## src/rtl/cascaded_priority_arbiter_reg.sv

```systemverilog
// Registered cascaded priority arbiter.
// Groups of fixed-priority requesters, fixed or round-robin group pick, optional grant hold.
module cascaded_priority_arbiter_reg #(
    parameter int N_REQ    = 8,
    parameter int GRP_SIZE = 4,
    parameter bit GRP_RR   = 1'b0,
    parameter bit HOLD     = 1'b1
) (
    input  logic                                     clk,
    input  logic                                     rst_n,
    input  logic [N_REQ-1:0]                         req,
    output logic [N_REQ-1:0]                         grant,
    output logic                                     grant_valid,
    output logic [(N_REQ > 1 ? $clog2(N_REQ) : 1)-1:0] grant_idx
);

    localparam int NGRP = N_REQ / GRP_SIZE;
    localparam int IW   = (N_REQ > 1) ? $clog2(N_REQ) : 1;
    localparam int PW   = (NGRP > 1) ? $clog2(NGRP) : 1;

    // Reject group sizes that do not tile the request vector.
    generate
        if ((GRP_SIZE < 1) || (N_REQ % GRP_SIZE != 0) || (NGRP < 1)) begin : g_bad_cfg
            $error("N_REQ must be a positive multiple of GRP_SIZE");
        end
    endgenerate

    typedef enum logic {
        IDLE,
        GRANTED
    } state_t;

    state_t            state_q, state_d;
    logic [N_REQ-1:0]  grant_q, grant_d;
    logic              valid_q, valid_d;
    logic [IW-1:0]     idx_q, idx_d;
    logic [PW-1:0]     rr_ptr_q, rr_ptr_d;

    logic [NGRP-1:0]   grp_any;
    logic              grp_found;
    logic              bit_found;
    int                cand;
    int                sel_grp;
    logic              win_any;
    logic [IW-1:0]     win_idx;
    logic [N_REQ-1:0]  win_onehot;
    logic [PW-1:0]     win_rr_next;
    logic              owner_req;

    // Per-group request summary.
    always_comb begin
        grp_any = '0;
        for (int g = 0; g < NGRP; g++) begin
            grp_any[g] = |req[g*GRP_SIZE +: GRP_SIZE];
        end
    end

    // Group pick: lowest requesting group, or first one scanning from rr_ptr.
    always_comb begin
        grp_found = 1'b0;
        sel_grp   = 0;
        cand      = 0;
        for (int k = 0; k < NGRP; k++) begin
            if (GRP_RR) begin
                cand = (int'(rr_ptr_q) + k) % NGRP;
            end else begin
                cand = k;
            end
            if (!grp_found && grp_any[cand]) begin
                grp_found = 1'b1;
                sel_grp   = cand;
            end
        end
    end

    // In-group pick: lowest set bit of the chosen group.
    always_comb begin
        bit_found   = 1'b0;
        win_idx     = '0;
        win_onehot  = '0;
        win_any     = grp_found;
        win_rr_next = PW'((sel_grp + 1) % NGRP);
        for (int b = 0; b < GRP_SIZE; b++) begin
            if (!bit_found && req[sel_grp*GRP_SIZE + b]) begin
                bit_found = 1'b1;
                win_idx   = IW'(sel_grp*GRP_SIZE + b);
            end
        end
        if (win_any) begin
            win_onehot[win_idx] = 1'b1;
        end
    end

    assign owner_req = req[idx_q];

    // Next-state, grant and round-robin pointer update.
    always_comb begin
        state_d  = state_q;
        grant_d  = grant_q;
        valid_d  = valid_q;
        idx_d    = idx_q;
        rr_ptr_d = rr_ptr_q;
        unique case (state_q)
            IDLE: begin
                if (win_any) begin
                    state_d  = GRANTED;
                    grant_d  = win_onehot;
                    valid_d  = 1'b1;
                    idx_d    = win_idx;
                    rr_ptr_d = win_rr_next;
                end
            end
            GRANTED: begin
                if (HOLD && owner_req) begin
                    state_d = GRANTED;
                end else if (win_any) begin
                    state_d = GRANTED;
                    grant_d = win_onehot;
                    valid_d = 1'b1;
                    idx_d   = win_idx;
                    if (win_idx != idx_q) begin
                        rr_ptr_d = win_rr_next;
                    end
                end else begin
                    state_d = IDLE;
                    grant_d = '0;
                    valid_d = 1'b0;
                    idx_d   = '0;
                end
            end
            default: begin
                state_d = IDLE;
                grant_d = '0;
                valid_d = 1'b0;
                idx_d   = '0;
            end
        endcase
    end

    // State and grant registers, cleared asynchronously.
    always_ff @(posedge clk or negedge rst_n) begin
        if (!rst_n) begin
            state_q  <= IDLE;
            grant_q  <= '0;
            valid_q  <= 1'b0;
            idx_q    <= '0;
            rr_ptr_q <= '0;
        end else begin
            state_q  <= state_d;
            grant_q  <= grant_d;
            valid_q  <= valid_d;
            idx_q    <= idx_d;
            rr_ptr_q <= rr_ptr_d;
        end
    end

    assign grant       = grant_q;
    assign grant_valid = valid_q;
    assign grant_idx   = idx_q;

endmodule
```

## config.mk

```make
export PLATFORM = sky130hd
export DESIGN_NAME = cascaded_priority_arbiter_reg
export DESIGN_NICKNAME = d
export VERILOG_FILES = /design/src/rtl/cascaded_priority_arbiter_reg.sv
export SDC_FILE = /design/constraint.sdc
export NUM_CORES = 1
export LEC_CHECK = 0
export ABC_AREA = 1
export BUFFER_PORTS_ARGS = -buffer_cell sky130_fd_sc_hd__buf_2
export CORE_ASPECT_RATIO = 1.1
export CORE_UTILIZATION = 40
export DETAILED_ROUTE_END_ITERATION = 12
export HOLD_SLACK_MARGIN = 0.1
export SLEW_MARGIN = 20
export SYNTH_ARGS = -nofsm -noshare
export SYNTH_HDL_FRONTEND = slang
export SYNTH_SLANG_ARGS = --single-unit
```

## constraint.sdc

```tcl
create_clock -name clk -period 2.4 [get_ports clk]
set_input_delay 0.24 -clock clk [delete_from_list [all_inputs] [get_ports clk]]
set_output_delay 0.24 -clock clk [all_outputs]
set_load 0.01 [all_outputs]
```

==> results of run 1 <==
## kinds of logic after synthesis
group           Yosys count
flops                    13
compound gates            8
buf+inv                  14
simple gates             71
## final timing paths
path,from,endpoint,slack (ns),depth (start not counted)
max,grant_idx[0],grant[4],0.91,9
min,req[7],state_q,0.25,3
max reg2reg,grant_idx[0],grant[4],0.91,9
min reg2reg,grant_valid,grant_valid,0.47,2
max in group asynchronous,rst_n,grant[4],1.81,2
min in group asynchronous,rst_n,grant_idx[0],0.36,2
## flip-flops by register name (all words and copies together) (netlist names)
register	cells
grant	8
grant_idx	3
grant_valid	1
state_q	1
## critical path, stage by stage, from the launching register on
cell and delay, ns:
dfrtp_1 0.46, inv_2 0.12, nand2_1 0.06, nand3_1 0.06, nand2_1 0.07, nand2_1 0.07
nand3_1 0.13, o21ai_2 0.24, nand2_1 0.12, o21ai_2 0.08
## metrics by stage
step	utilization	hold WS [ns]
6_report	0.5098	0.2538
2_1_floorplan	-	-0.05559
3_3_place_gp	0.4888	0.1402
4_1_cts	0.5098	0.2498
3_5_place_dp	0.4888	0.1451
5_1_grt	0.5098	0.2665
## final cells by class
| cell class | count | area [um^2] |
|---|---|---|
| multi-input cells | 79 | 369.1 |
| flip-flops and latches | 13 | 325.3 |
| clock inverters | 1 | 5.005 |
| inverters | 13 | 48.80 |
| well taps | 18 | 22.52 |
| clock buffers | 3 | 22.52 |
| repair buffers | 22 | 115.1 |
| fillers | 184 | 873.3 |
## power groups by stage
| stage | Clock [uW] | Sequential (uW) | Combinational [uW] |
|---|---|---|---|
| 6_report | 136 | 320 | 391 |
| 5_1_grt | 153 | 328 | 444 |
| 4_1_cts | 139 | 322 | 393 |
| 3_5_place_dp | 0 | 326 | 391 |
| 3_3_place_gp | 0 | 324 | 386 |
| 2_1_floorplan | 0 | 346 | 266 |
## synthesized netlist by cell type
cell type | number | share of area
nor3b_2 | 1 | 0.017
nand3_2 | 1 | 0.013
inv_1 | 12 | 0.060
a21oi_1 | 1 | 0.0066
nor2_1 | 5 | 0.025
o21ai_2 | 4 | 0.046
buf_6 | 1 | 0.015
nand2_2 | 1 | 0.0083
dfrtp_1 | 13 | 0.43
nor2_2 | 2 | 0.017
nand2_1 | 43 | 0.21
nand3_1 | 18 | 0.12
inv_2 | 1 | 0.0050
o21ai_0 | 2 | 0.013
o21bai_1 | 1 | 0.010
## timing repair
| action | 4_1_cts | 5_1_grt |
|---|---|---|
| hold endpoints to repair | 13 | 0 |
| buffers inserted | 0 | 0 |
| setup endpoints to repair | 0 | 0 |
| hold buffers | 1 | 0 |
## per-layer routing
metal | vias to the layer above | part of all wire | GRT usage
li1 | 383 | - | -
met1 | 320 | 0.49 | 0.2494
met2 | 14 | 0.46 | 0.3333
met3 | 2 | 0.041 | 0.05660
met4 | 0 | 0.0071 | 0.07500
met5 | - | 0 | 0
## cells in the final DEF (no fill, tap or decap), drive strengths merged
cell type    count
a21oi            1
buf             21
clkbuf           3
clkinv           1
dfrtp           13
dlygate4sd3      1
inv             13
nand2           44
nand3           19
nor2             7
nor3b            1
o21ai            6
o21bai           1
==> out/summary.txt, run 1 <==
setup TNS: 0 ns
Initial Util: 0.4235
vias in the first global route: 668
initial antenna violation count: 0
final net count: 142
1st-iter DRT viols: 24
CTS root buf: clkbuf_4
endpoints failing hold: 0
kind of critical path: flip-flop to flip-flop
max cap viols: 0
synth unique cells: 15
P_int: 467.2 uW
Worst setup EP type: flip-flop
mapped cell area: 754.5 um^2
Mapped Avg Cell Area: 7.118 um^2
Placed Area: 870.8 um^2
register area share after synthesis: 0.4312
io pins: 22
sw frac: 0.4483
Std-Cell Core Area: 1782 um^2
Routed WL: 1697 um
outcome: complete, but fails checks
YS warnings: 0
largest family of logic cells by synthesized area: simple AND/OR/NAND/NOR gates
Final setup violation count: 0
Final WS setup: 0.9125 ns
Crit Path Max Fanout: 12
All-Layer GR Usage: 0.1990
NetSw: 379.6 uW
Peak Freq: 672.2 MHz
vias per inst: 4.826
dpl hpwl: 1330 um
min-delay worst type: input pin to flip-flop
first-pass GRT wire length: 2891 um
Resized cells post-CTS: 0
Adder-Cell Fraction of Synth Area: 0
Post-Synth Simple-Gate Area: 0.4129
synthesized flop and latch total: 13
post-synthesis compound-gate area fraction: 0.07629
Syn Nets: 116
grt ovf: 0
Final ANT Viol Nets: 0
failing checks: DRC
fin area: 908.4 um^2
PwrDens: 932.2 nW/um^2
sequential share of power: 0.378
FP Rows: 16
number of I/O port buffers: 21
Clk pwr share: 0.160
RePlAce Congestion: 0.8422
TritonCTS clock tree: done
vias: 719
placed cell count: 144
worst slew pin tran: 0.5249 ns
Synth Area in XOR/XNOR: 0
min Tclk post-route: 1.488 ns
die area: 2064 um^2
Max Root-Sink Buffers: 2
antenna cells: 0
crit path DAT: 1.69 ns
clock sinks: 13
Tot Pwr: 846.8 uW
largest net degree at the start of global routing: 14
clk_skew: 0.008575 ns
die height: 47.55 um
Clock transition at path regs: 0.09 ns
Horiz. Die Dim: 43.41 um
clk_lat worst skew: 0.28 ns
share of cells above drive strength 1: 0.2672
H-tree depth: 1
Worst VDD drop: 0.4488 mV
Avg WL per Cell: 11.39 um
Critical Path RT: 2.60 ns
# DRC: 2
RSZ-0062 raised after global routing: false
Relative slew margins: 0.6500
Layout area overhead: 20.40%
Comb power frac: 0.462
Final Instance Count excl. Fillers: 149
CTS buffer count: 3
Leak: 0.0005280 uW
Pre-antenna DRT Iters: 8
Post-Synthesis Cells: 106
post-synthesis mux area share: 0
startpoint class of the critical path: flip-flop
fin crit share: 0.6198
Placement Setup Slack: 0.8937 ns
Slew Limit Fails: 0
No activity file was read; power rests on OpenSTA's default activity.
==> run 2, diff against run 1 <==
Clock period 2.4 ns to 1.5 ns, I/O delays scaled along.
==> out/summary.txt, run 2 (synthesis gave the netlist of run 1 again) <==
grt ovf: 0 (unchanged)
Crit Reg-Reg Startpoint: grant_idx[0]
first-pass GRT wire length: 2766 um (-4.3%)
worst slew pin tran: 0.3861 ns (-0.1388 ns)
Final setup violation count: 0 (unchanged)
multi-input logic area: 405.4 um^2 (+9.8%)
crit path DAT: 1.58 ns (-0.11 ns)
Crit. Startpoint: grant_idx[0]
Initial Util: 0.4235 (unchanged)
FF/Latch Area: 326.6 um^2 (+0.38%)
clock sinks: 13 (unchanged)
min Tclk post-route: 1.395 ns (-0.09289 ns)
FP Rows: 16 (unchanged)
H-tree depth: 1 (unchanged)
setup TNS: 0 ns (unchanged)
RePlAce Congestion: 0.8056 (-4.3%)
Horiz. Die Dim: 43.41 um (unchanged)
vias in the first global route: 618 (-7.5%)
fin area: 945.9 um^2 (+4.1%)
kind of critical path: flip-flop to flip-flop
startpoint class of the critical path: flip-flop
PwrDens: 1534 nW/um^2 (+65%)
Pre-antenna DRT Iters: 8 (unchanged)
endpoints failing hold: 0 (unchanged)
P_int: 791.9 uW (+70%)
Clk pwr share: 0.152 (-0.008)
Critical Path RT: 1.68 ns (-0.92 ns)
vias: 763 (+6.1%)
vias per inst: 5.087 (+5.4%)
1st-iter DRT viols: 16 (-33%)
clk_lat worst skew: 0.28 ns (about the same)
io pins: 22 (unchanged)
fin crit share: 0.9298 (+0.3100)
# DRC: 2 (unchanged)
antenna cells: 0 (unchanged)
Slew Limit Fails: 0 (unchanged)
TritonCTS clock tree: done
max cap viols: 0 (unchanged)
Comb power frac: 0.494 (+0.032)
final net count: 143 (+0.70%)
Relative slew margins: 0.7417 (+0.09162)
placed cell count: 144 (unchanged)
initial antenna violation count: 0 (unchanged)
most common cell after layout, fill and taps aside: nand2_1
Crit Path Max Fanout: 6 (-6)
CTS buffer count: 3 (unchanged)
failing checks: DRC
hold path start: req[4]
Peak Freq: 717.0 MHz (+6.7%)
Routed WL: 1797 um (+5.9%)
die height: 47.55 um (unchanged)
Largest register FFs: 8 (unchanged)
Std-Cell Core Area: 1782 um^2 (unchanged)
Max Root-Sink Buffers: 2 (unchanged)
Final ANT Viol Nets: 0 (unchanged)
clk_skew: 0.009573 ns (+0.0009975 ns)
Placed Area: 870.8 um^2 (unchanged)
largest net degree at the start of global routing: 14 (unchanged)
Final Instance Count excl. Fillers: 150 (+0.67%)
Tot Pwr: 1451 uW (+71%)
NetSw: 659.1 uW (+74%)
Fillers: 173 (-6.0%)
most frequent cells in the layout: nand2_1 (42), buf_2 (21), nand3_1 (17), inv_1 (12), dfrtp_1 (12)
die area: 2064 um^2 (unchanged)
Clock transition at path regs: 0.09 ns (about the same)
outcome: complete, but fails checks
CTS root buf: clkbuf_4
Leak: 0.0005355 uW (+1.4%)
Worst VDD drop: 0.8900 mV (+98%)
Avg WL per Cell: 11.98 um (+5.2%)
number of I/O port buffers: 21 (unchanged)
Layout area overhead: 25.37%
share of cells above drive strength 1: 0.2955 (+0.02828)
All-Layer GR Usage: 0.1916 (-0.007367)
Worst setup EP type: flip-flop
sequential share of power: 0.354 (-0.024)
min-delay worst type: input pin to flip-flop
sw frac: 0.4542 (+0.005949)
dpl hpwl: 1278 um (-3.9%)
==> run 2: changes by cell type in the layout (fill, tap and decap cells not counted), sizes merged <==
cell / change
o21ai: +1
==> run 2: worst max-delay path, stage by stage, from the launching register on <==
cell	delay (ns)
dfrtp_2	0.45
inv_2	0.11
nand2_1	0.05
nand3_1	0.07
nand2_1	0.06
nand2_1	0.09
nand3_2	0.16
nand2_1	0.13
inv_1	0.06
nand3_1	0.07
nand2_1	0.05
==> run 2: layout make-up <==
class                   instances  area share
flip-flops and latches         13      0.3452
clock inverters                 1    0.005291
repair buffers                 22      0.1217
multi-input cells              80      0.4286
inverters                      13     0.05159
well taps                      18     0.02381
clock buffers                   3     0.02381
==> run 2: path summary, 6_finish.rpt <==
path / endpoint / slack [ns] / cells after the start
setup / recovery: grant[0] / 0.11 / 10
hold / removal: grant[4] / 0.23 / 3
setup reg to reg: grant[0] / 0.11 / 10
hold reg to reg: grant_valid / 0.47 / 2
max in group asynchronous: grant_idx[0] / 0.99 / 2
min in group asynchronous: grant[3] / 0.27 / 2
==> run 2: stage by stage <==
step           utilization  setup slack, ns  hold slack (ns)
3_3_place_gp        0.4888          0.07385          0.05146
3_5_place_dp        0.4888          0.05900          0.05191
5_1_grt             0.5309        -0.004426           0.2215
2_1_floorplan            -           0.2102          -0.1456
6_report            0.5309           0.1053           0.2259
4_1_cts             0.5098          0.03661           0.1505
==> run 2: power groups by stage <==
stage               registers [uW]  clock network, uW  logic (uW)
floorplan                      554                  0         426
global placement               520                  0         618
detailed placement             518                  0         623
CTS                            513                228         627
global route                   527                247         813
finish                         514                220         716
==> run 2: metal layers <==
| metal | vias to the layer above | track usage | share of wire |
|---|---|---|---|
| met2 | 19 | 0.3030 | 0.47 |
| li1 | 388 | - | - |
| met3 | 5 | 0.06792 | 0.047 |
| met1 | 351 | 0.2441 | 0.47 |
| met5 | - | 0 | 0 |
| met4 | 0 | 0.07500 | 0.013 |
==> run 2: timing repair <==
item	4_1_cts	5_1_grt
setup endpoints to repair	0	11
gates resized for setup	0	6
endpoints found under the hold margin	13	0
buffers inserted	0	0
hold buffers	1	0
